==> src/rtl/ps2_keymap_pkg.sv <==
// Shared scancode-set-2 constants, prefix-state encoding and small helpers
// used by the PS/2 keymap consumer stage.
package ps2_keymap_pkg;

  localparam logic [7:0] SC_BREAK  = 8'hF0;
  localparam logic [7:0] SC_EXT    = 8'hE0;
  localparam logic [7:0] SC_LSHIFT = 8'h12;
  localparam logic [7:0] SC_RSHIFT = 8'h59;
  localparam logic [7:0] SC_CAPS   = 8'h58;
  localparam logic [7:0] SC_ENTER  = 8'h5A;

  // Controller replies and error codes; never keystrokes.
  localparam logic [7:0] SC_BAT_OK = 8'hAA;
  localparam logic [7:0] SC_ACK    = 8'hFA;
  localparam logic [7:0] SC_ECHO   = 8'hEE;
  localparam logic [7:0] SC_RESEND = 8'hFE;
  localparam logic [7:0] SC_ERR_LO = 8'h00;
  localparam logic [7:0] SC_ERR_HI = 8'hFF;

  typedef enum logic [1:0] {
    ST_IDLE    = 2'd0,
    ST_BRK     = 2'd1,
    ST_EXT     = 2'd2,
    ST_EXT_BRK = 2'd3
  } prefix_state_e;

  typedef struct packed {
    logic       hit;
    logic [7:0] ch;
  } xlate_t;

  function automatic logic [7:0] bit_reverse(input logic [7:0] b);
    logic [7:0] r;
    for (int i = 0; i < 8; i++) r[i] = b[7-i];
    return r;
  endfunction

  function automatic logic is_reply(input logic [7:0] b);
    return (b == SC_BAT_OK) || (b == SC_ACK)    || (b == SC_ECHO) ||
           (b == SC_RESEND) || (b == SC_ERR_LO) || (b == SC_ERR_HI);
  endfunction

endpackage

==> src/rtl/ascii_fifo.sv <==
// Synchronous first-word-fall-through FIFO holding translated characters.
// Pushes into a full FIFO are dropped; pops of an empty FIFO are ignored.
module ascii_fifo #(
  parameter int WIDTH = 8,
  parameter int DEPTH = 4
) (
  input  logic                   i_clk,
  input  logic                   i_rst_n,
  input  logic                   push,
  input  logic [WIDTH-1:0]       din,
  input  logic                   pop,
  output logic [WIDTH-1:0]       dout,
  output logic                   empty,
  output logic [$clog2(DEPTH):0] count
);

  localparam int AW = $clog2(DEPTH);
  localparam int CW = AW + 1;

  logic [WIDTH-1:0] mem_q [DEPTH];
  logic [AW-1:0]    wr_ptr_q, wr_ptr_d;
  logic [AW-1:0]    rd_ptr_q, rd_ptr_d;
  logic [CW-1:0]    count_q,  count_d;
  logic             full;
  logic             push_ok;
  logic             pop_ok;

  assign full    = (count_q == CW'(DEPTH));
  assign empty   = (count_q == '0);
  assign push_ok = push & ~full;
  assign pop_ok  = pop & ~empty;
  assign count   = count_q;
  assign dout    = empty ? '0 : mem_q[rd_ptr_q];

  always_comb begin
    wr_ptr_d = wr_ptr_q;
    rd_ptr_d = rd_ptr_q;
    count_d  = count_q;
    // Power-of-two depth lets the pointers wrap by natural overflow.
    if (push_ok) wr_ptr_d = wr_ptr_q + 1'b1;
    if (pop_ok)  rd_ptr_d = rd_ptr_q + 1'b1;
    case ({push_ok, pop_ok})
      2'b10:   count_d = count_q + 1'b1;
      2'b01:   count_d = count_q - 1'b1;
      default: count_d = count_q;
    endcase
  end

  always_ff @(posedge i_clk) begin
    if (!i_rst_n) begin
      wr_ptr_q <= '0;
      rd_ptr_q <= '0;
      count_q  <= '0;
    end else begin
      wr_ptr_q <= wr_ptr_d;
      rd_ptr_q <= rd_ptr_d;
      count_q  <= count_d;
    end
  end

  // NOTE: storage is deliberately left unreset; empty gates dout, so stale
  // entries are never visible and the array can map onto plain RAM.
  always_ff @(posedge i_clk) begin
    if (push_ok) mem_q[wr_ptr_q] <= din;
  end

endmodule

==> src/rtl/ps2_keymap.sv <==
// Scancode-set-2 to ASCII translator: tracks break/extended prefixes and the
// Shift/Caps modifiers, and buffers translated characters in ascii_fifo.
module ps2_keymap #(
  parameter int         FIFO_DEPTH = 4,
  parameter logic [7:0] ENTER_CHAR = 8'h0D
) (
  input  logic       i_clk,
  input  logic       i_rst_n,
  input  logic       i_cap,
  input  logic [7:0] i_dap,
  output logic       o_spa,
  output logic [7:0] o_data,
  output logic       o_valid,
  input  logic       i_ack,
  output logic       o_shift,
  output logic       o_caps
);

  import ps2_keymap_pkg::*;

  localparam int              CNT_W     = $clog2(FIFO_DEPTH) + 1;
  localparam logic [CNT_W-1:0] SPA_LIMIT = CNT_W'(FIFO_DEPTH - 2);

  prefix_state_e    state_q, state_d;
  logic             lshift_q, lshift_d;
  logic             rshift_q, rshift_d;
  logic             caps_q, caps_d;
  logic             caps_held_q, caps_held_d;
  logic             wr_valid_q, wr_valid_d;
  logic [7:0]       wr_data_q, wr_data_d;
  logic [7:0]       sc;
  logic             accept;
  logic             fifo_empty;
  logic [CNT_W-1:0] fifo_count;
  xlate_t           xl;

  function automatic xlate_t letter_lookup(input logic [7:0] code);
    xlate_t r;
    r = '{hit: 1'b1, ch: 8'h00};
    case (code)
      8'h1C: r.ch = "a";  8'h32: r.ch = "b";  8'h21: r.ch = "c";
      8'h23: r.ch = "d";  8'h24: r.ch = "e";  8'h2B: r.ch = "f";
      8'h34: r.ch = "g";  8'h33: r.ch = "h";  8'h43: r.ch = "i";
      8'h3B: r.ch = "j";  8'h42: r.ch = "k";  8'h4B: r.ch = "l";
      8'h3A: r.ch = "m";  8'h31: r.ch = "n";  8'h44: r.ch = "o";
      8'h4D: r.ch = "p";  8'h15: r.ch = "q";  8'h2D: r.ch = "r";
      8'h1B: r.ch = "s";  8'h2C: r.ch = "t";  8'h3C: r.ch = "u";
      8'h2A: r.ch = "v";  8'h1D: r.ch = "w";  8'h22: r.ch = "x";
      8'h35: r.ch = "y";  8'h1A: r.ch = "z";
      default: r.hit = 1'b0;
    endcase
    return r;
  endfunction

  function automatic xlate_t translate(input logic [7:0] code,
                                       input logic       shift,
                                       input logic       caps);
    xlate_t l;
    xlate_t r;
    l = letter_lookup(code);
    r = '{hit: 1'b1, ch: 8'h00};
    // Clearing bit 5 turns a lowercase ASCII letter into its uppercase form.
    if (l.hit) begin
      r.ch = (shift ^ caps) ? (l.ch & 8'hDF) : l.ch;
    end else begin
      case (code)
        8'h16:    r.ch = shift ? "!" : "1";
        8'h1E:    r.ch = shift ? "@" : "2";
        8'h26:    r.ch = shift ? "#" : "3";
        8'h25:    r.ch = shift ? "$" : "4";
        8'h2E:    r.ch = shift ? "%" : "5";
        8'h36:    r.ch = shift ? "^" : "6";
        8'h3D:    r.ch = shift ? "&" : "7";
        8'h3E:    r.ch = shift ? "*" : "8";
        8'h46:    r.ch = shift ? "(" : "9";
        8'h45:    r.ch = shift ? ")" : "0";
        8'h4E:    r.ch = shift ? "_" : "-";
        8'h55:    r.ch = shift ? "+" : "=";
        8'h41:    r.ch = shift ? "<" : ",";
        8'h49:    r.ch = shift ? ">" : ".";
        8'h4A:    r.ch = shift ? "?" : "/";
        8'h29:    r.ch = 8'h20;
        8'h66:    r.ch = 8'h08;
        8'h0D:    r.ch = 8'h09;
        SC_ENTER: r.ch = ENTER_CHAR;
        default:  r.hit = 1'b0;
      endcase
    end
    return r;
  endfunction

  assign sc      = bit_reverse(i_dap);
  assign o_spa   = (fifo_count <= SPA_LIMIT);
  assign accept  = i_cap & o_spa;
  assign o_shift = lshift_q | rshift_q;
  assign o_caps  = caps_q;
  assign o_valid = ~fifo_empty;
  assign xl      = translate(sc, lshift_q | rshift_q, caps_q);

  always_comb begin
    state_d     = state_q;
    lshift_d    = lshift_q;
    rshift_d    = rshift_q;
    caps_d      = caps_q;
    caps_held_d = caps_held_q;
    wr_valid_d  = 1'b0;
    wr_data_d   = wr_data_q;
    if (accept) begin
      if (is_reply(sc)) begin
        state_d = ST_IDLE;
      end else begin
        case (state_q)
          ST_IDLE: begin
            if (sc == SC_BREAK) begin
              state_d = ST_BRK;
            end else if (sc == SC_EXT) begin
              state_d = ST_EXT;
            end else begin
              if (sc == SC_LSHIFT) lshift_d = 1'b1;
              if (sc == SC_RSHIFT) rshift_d = 1'b1;
              // Typematic repeats of Caps Lock must not re-toggle the latch.
              if (sc == SC_CAPS) begin
                if (!caps_held_q) caps_d = ~caps_q;
                caps_held_d = 1'b1;
              end
              if (xl.hit) begin
                wr_valid_d = 1'b1;
                wr_data_d  = xl.ch;
              end
            end
          end
          ST_BRK: begin
            if (sc == SC_LSHIFT) lshift_d    = 1'b0;
            if (sc == SC_RSHIFT) rshift_d    = 1'b0;
            if (sc == SC_CAPS)   caps_held_d = 1'b0;
            state_d = ST_IDLE;
          end
          ST_EXT: begin
            if (sc == SC_BREAK) begin
              state_d = ST_EXT_BRK;
            end else begin
              state_d = ST_IDLE;
              if (sc == SC_ENTER) begin
                wr_valid_d = 1'b1;
                wr_data_d  = ENTER_CHAR;
              end
            end
          end
          default: state_d = ST_IDLE;
        endcase
      end
    end
  end

  // NOTE: reset is sampled on the clock edge only; the port is a plain
  // synchronous input, so it never appears in the sensitivity list.
  always_ff @(posedge i_clk) begin
    if (!i_rst_n) begin
      state_q     <= ST_IDLE;
      lshift_q    <= 1'b0;
      rshift_q    <= 1'b0;
      caps_q      <= 1'b0;
      caps_held_q <= 1'b0;
      wr_valid_q  <= 1'b0;
      wr_data_q   <= 8'h00;
    end else begin
      state_q     <= state_d;
      lshift_q    <= lshift_d;
      rshift_q    <= rshift_d;
      caps_q      <= caps_d;
      caps_held_q <= caps_held_d;
      wr_valid_q  <= wr_valid_d;
      wr_data_q   <= wr_data_d;
    end
  end

  ascii_fifo #(
    .WIDTH (8),
    .DEPTH (FIFO_DEPTH)
  ) u_fifo (
    .i_clk   (i_clk),
    .i_rst_n (i_rst_n),
    .push    (wr_valid_q),
    .din     (wr_data_q),
    .pop     (i_ack),
    .dout    (o_data),
    .empty   (fifo_empty),
    .count   (fifo_count)
  );

endmodule

==> config.mk <==
export PLATFORM = sky130hd
export DESIGN_NAME = ps2_keymap
export DESIGN_NICKNAME = d
export VERILOG_FILES = /design/src/rtl/ps2_keymap_pkg.sv /design/src/rtl/ascii_fifo.sv /design/src/rtl/ps2_keymap.sv
export SDC_FILE = /design/constraint.sdc
export NUM_CORES = 1
export LEC_CHECK = 0
export BUFFER_PORTS_ARGS = -buffer_cell sky130_fd_sc_hd__buf_4
export CORE_UTILIZATION = 30
export CTS_CLUSTER_SIZE = 24
export DETAILED_ROUTE_END_ITERATION = 16
export GPL_TIMING_DRIVEN = 0
export HOLD_SLACK_MARGIN = 0.02
export SYNTH_ARGS = -nofsm -noshare
export SYNTH_HDL_FRONTEND = slang
export SYNTH_SLANG_ARGS = --single-unit
==> constraint.sdc <==
create_clock -name i_clk -period 2.35 [get_ports i_clk]
set_input_delay 0.47 -clock i_clk [delete_from_list [all_inputs] [get_ports i_clk]]
set_output_delay 0.47 -clock i_clk [all_outputs]
set_load 0.05 [all_outputs]
==> run metrics <==
die height=110 µm; Die ar.=0.0120 mm²; sequential share of the synthesized area=37.5%; GRT Total Usage=16.8%; fin area=0.00419 mm²; port bufs=20; Final Hold Viols=0; clock group share of total power=34.4%; worst slew pin tran=548 ps; diode count=0; Final Max Slew Viols=0; CTS tree=built; Clock Sinks=51; status=finished clean; CP max FO=10; clk_skew=4.97 ps; Synth Area in Adders=2.38%; WP buf/inv=4; sw power=0.607 mW; CP delay by family, top=simple AND/OR/NAND/NOR gates; mapped cell area=0.00347 mm²; ys async rst share=0%; Post-DP Area=0.00380 mm²; Hold Buf Count CTS=0; Yosys top cell area share=24.2%; routability-driven placement congestion ratio=0.952; crit-path max cell delay=340 ps; Internal=1.54 mW; DRT antenna net count=0; CP required=2550 ps; Worst-Skew Late Latency=290 ps; Max Freq=439 MHz; Pwr Total=2.14 mW; Final period util=97.0%; core area=0.0111 mm²; YS warnings=0; Synth area leader=edfxtp_1; Net Sw Frac=28.3%; 1st-pass router iterations=5; final net count=411; worst-path cell chain=buf_4, buf_4, buf_6, xnor2_1, nor3_1, o31ai_2, and4_4, nand4_4, and2_4, buf_6, a311oi_2; critical path's slowest cell=o31ai_2; Worst VDD drop=0.000442 V; Syn Area/Cell=9.62 µm²; vias per std cell=5.55; share of cells above drive strength 1=28.9%; PD cells=511 mW/mm²; Comb pwr share=20.1%; Tmin final=2280 ps; Total Wirelength=9.43 mm; unrepaired setup endpoints after global routing=true; die width=110 µm; Simple-Gate Fraction of Synth Area=27.5%; Routed wire per std cell=17.6 µm; final setup fails=0; leak pwr=1.47 nW; DRT iter0 DRCs=246; post-synthesis xor/xnor area fraction=2.52%; Synthesized Nets=379; CP Capture Type=flip-flop; row cnt=38; largest family of logic cells by synthesized area=simple AND/OR/NAND/NOR gates; fin util=37.9%; Setup Crit Path Kind=input pin to flip-flop; Area Overhead vs Synth=20.8%; Initial Util=31.3%; vias in the first global route=2939; commonest cells after routing, fill and taps aside=buf_4 (36), nor2_1 (31), edfxtp_1 (28); total number of vias=2963; post-place setup slack=-805 ps; CP startpoint kind=input pin; Root Buffer=clkbuf_16; H-tree levels=2; CTS buffer count=5; Clk pin slew, worst setup/hold paths=70 ps; global-route wire length before repair=15.6 mm; sequential power share=45.5%; post-synthesis compound-gate area fraction=17.3%; Post-synth EDFFs=28; Max-slew headroom=63.3%; initial antenna violation count=0; largest net degree at the start of global routing=19; io pins=24; synth unique cells=82; Post-synth top flop=edfxtp_1; Min-Delay Path Class=flip-flop to flip-flop; grt ovf=0; DP HPWL=7.10 mm; mux cell area share after synthesis=5.69%; commonest non-fill, non-tap cell in the layout=buf_4; Synth Instances=361; CP Data Arrival Time=2480 ps; clk buf depth=2; setup ws final=70.1 ps; number of synthesized register bits=51; MaxCap Viol Count=0; Filler cells=1095; DRC errors left=0; synth top area cells=edfxtp_1 (24%), dfxtp_1 (13%), mux4_2 (4.5%), nor2_1 (3.5%), a21oi_1 (2.9%)
-- per-layer routing --
metal | part of all wire (%) | track usage (%) | up-vias
li1 | - | - | 1423
met1 | 45 | 22.1 | 1418
met2 | 48 | 28.1 | 105
met3 | 4.3 | 1.96 | 17
met4 | 2.3 | 6.00 | 0
met5 | 0 | 0 | -
-- worst paths after layout --
| check | cells after the start | endpoint | startpoint | slack (ps) |
|---|---|---|---|---|
| setup / recovery | 11 | wr_data_q[2]$_SDFFE_PN0P_ | i_dap[2] | 70 |
| hold / removal | 0 | u_fifo.mem_q[2][5]$_DFFE_PP_ | wr_data_q[5]$_SDFFE_PN0P_ | 510 |
| setup reg to reg | 9 | u_fifo.count[2]$_SDFFE_PN0P_ | u_fifo.count[0]$_SDFFE_PN0P_ | 220 |
| hold reg to reg | 0 | u_fifo.mem_q[2][5]$_DFFE_PP_ | wr_data_q[5]$_SDFFE_PN0P_ | 510 |
-- metrics by stage --
| stage | TNS (ps) | hold WS [ps] | std cells |
|---|---|---|---|
| finish | 0 | 506 | 534 |
| global route | -26.5 | 530 | 534 |
| CTS | 0 | 512 | 529 |
| detailed placement | -6430 | 498 | 521 |
| global placement | -6840 | 482 | 521 |
| floorplan | -20.4 | 454 | 361 |
-- sequential cells by signal, indices dropped and copies added, names as in the netlist, named ones only --
signal / cells
state_q: 2
u_fifo.count: 3
caps_held_q: 1
u_fifo.rd_ptr_q: 2
lshift_q: 1
wr_data_q: 7
u_fifo.wr_ptr_q: 2
u_fifo.mem_q: 28
rshift_q: 1
o_caps: 1
wr_valid_q: 1
-- power by group through the flow --
stage	sequential (mW)	clock [mW]	combinational, mW
2_1_floorplan	0.984	0	0.295
3_3_place_gp	0.987	0	0.396
3_5_place_dp	0.989	0	0.398
4_1_cts	0.976	0.754	0.406
5_1_grt	0.980	0.793	0.469
6_report	0.976	0.737	0.430
-- worst reg2reg max path: stages, from the launching register on --
cell and delay [ps]:
dfxtp_2 360, or3_1 110, buf_2 180, and2_4 180, ha_1 180, inv_1 60, fa_1 380, xor2_1 160
or3_1 310, a21oi_1 140
-- cell type report --
class | count | area (µm²) | area share (%)
buffer | 28 | 225 | 5.37
clock buffer | 5 | 125 | 2.98
multi-input combinational | 268 | 2090 | 49.8
inverter | 13 | 48.8 | 1.16
tap | 140 | 175 | 4.18
clock inverter | 3 | 28.8 | 0.686
sequential | 51 | 1310 | 31.1
timing repair buffer | 26 | 195 | 4.65
-- what timing repair did --
action	CTS	global route
pin swaps	1	10
resized for setup	19	33
hold endpoints to repair	0	0
endpoints found under the setup margin	15	15
buffers inserted	1	5
-- Yosys cell counts, types with 3 or more instances --
library cell and instances:
a22oi_1 4, or3_1 6, o21a_1 3, o211ai_1 3
nor4b_1 3, nor4_1 3, inv_1 11, mux2i_1 4
o2111ai_1 3, dfxtp_1 23, edfxtp_1 28, buf_6 6
nand3_1 8, a21boi_0 3, mux4_2 7, ha_1 5
clkbuf_1 6, buf_2 7, xnor2_1 6, nand4_1 8
nor2_1 32, and4b_1 3, a311oi_2 3, xor2_1 4
nand2_1 24, a21oi_1 20, nor2b_1 4, and2_1 15
nand2b_1 7, a31oi_1 4, or3b_2 3, and3_1 4
buf_4 9, nor3_1 7, nand3b_1 3, o21ai_0 17
-- cell families (layout without fill, tap and decap cells) --
family | Yosys count | count (layout)
and+or+nand+nor | 155 | 155
AOI/OAI and AO/OA | 85 | 85
DFF | 51 | 51
buffers and inverters | 42 | 75
muxes | 11 | 11
xor gates and xnor gates | 10 | 10
adders and majority gates | 6 | 6
other | 1 | 1
Note: power is estimated with default switching activity, not from simulation.
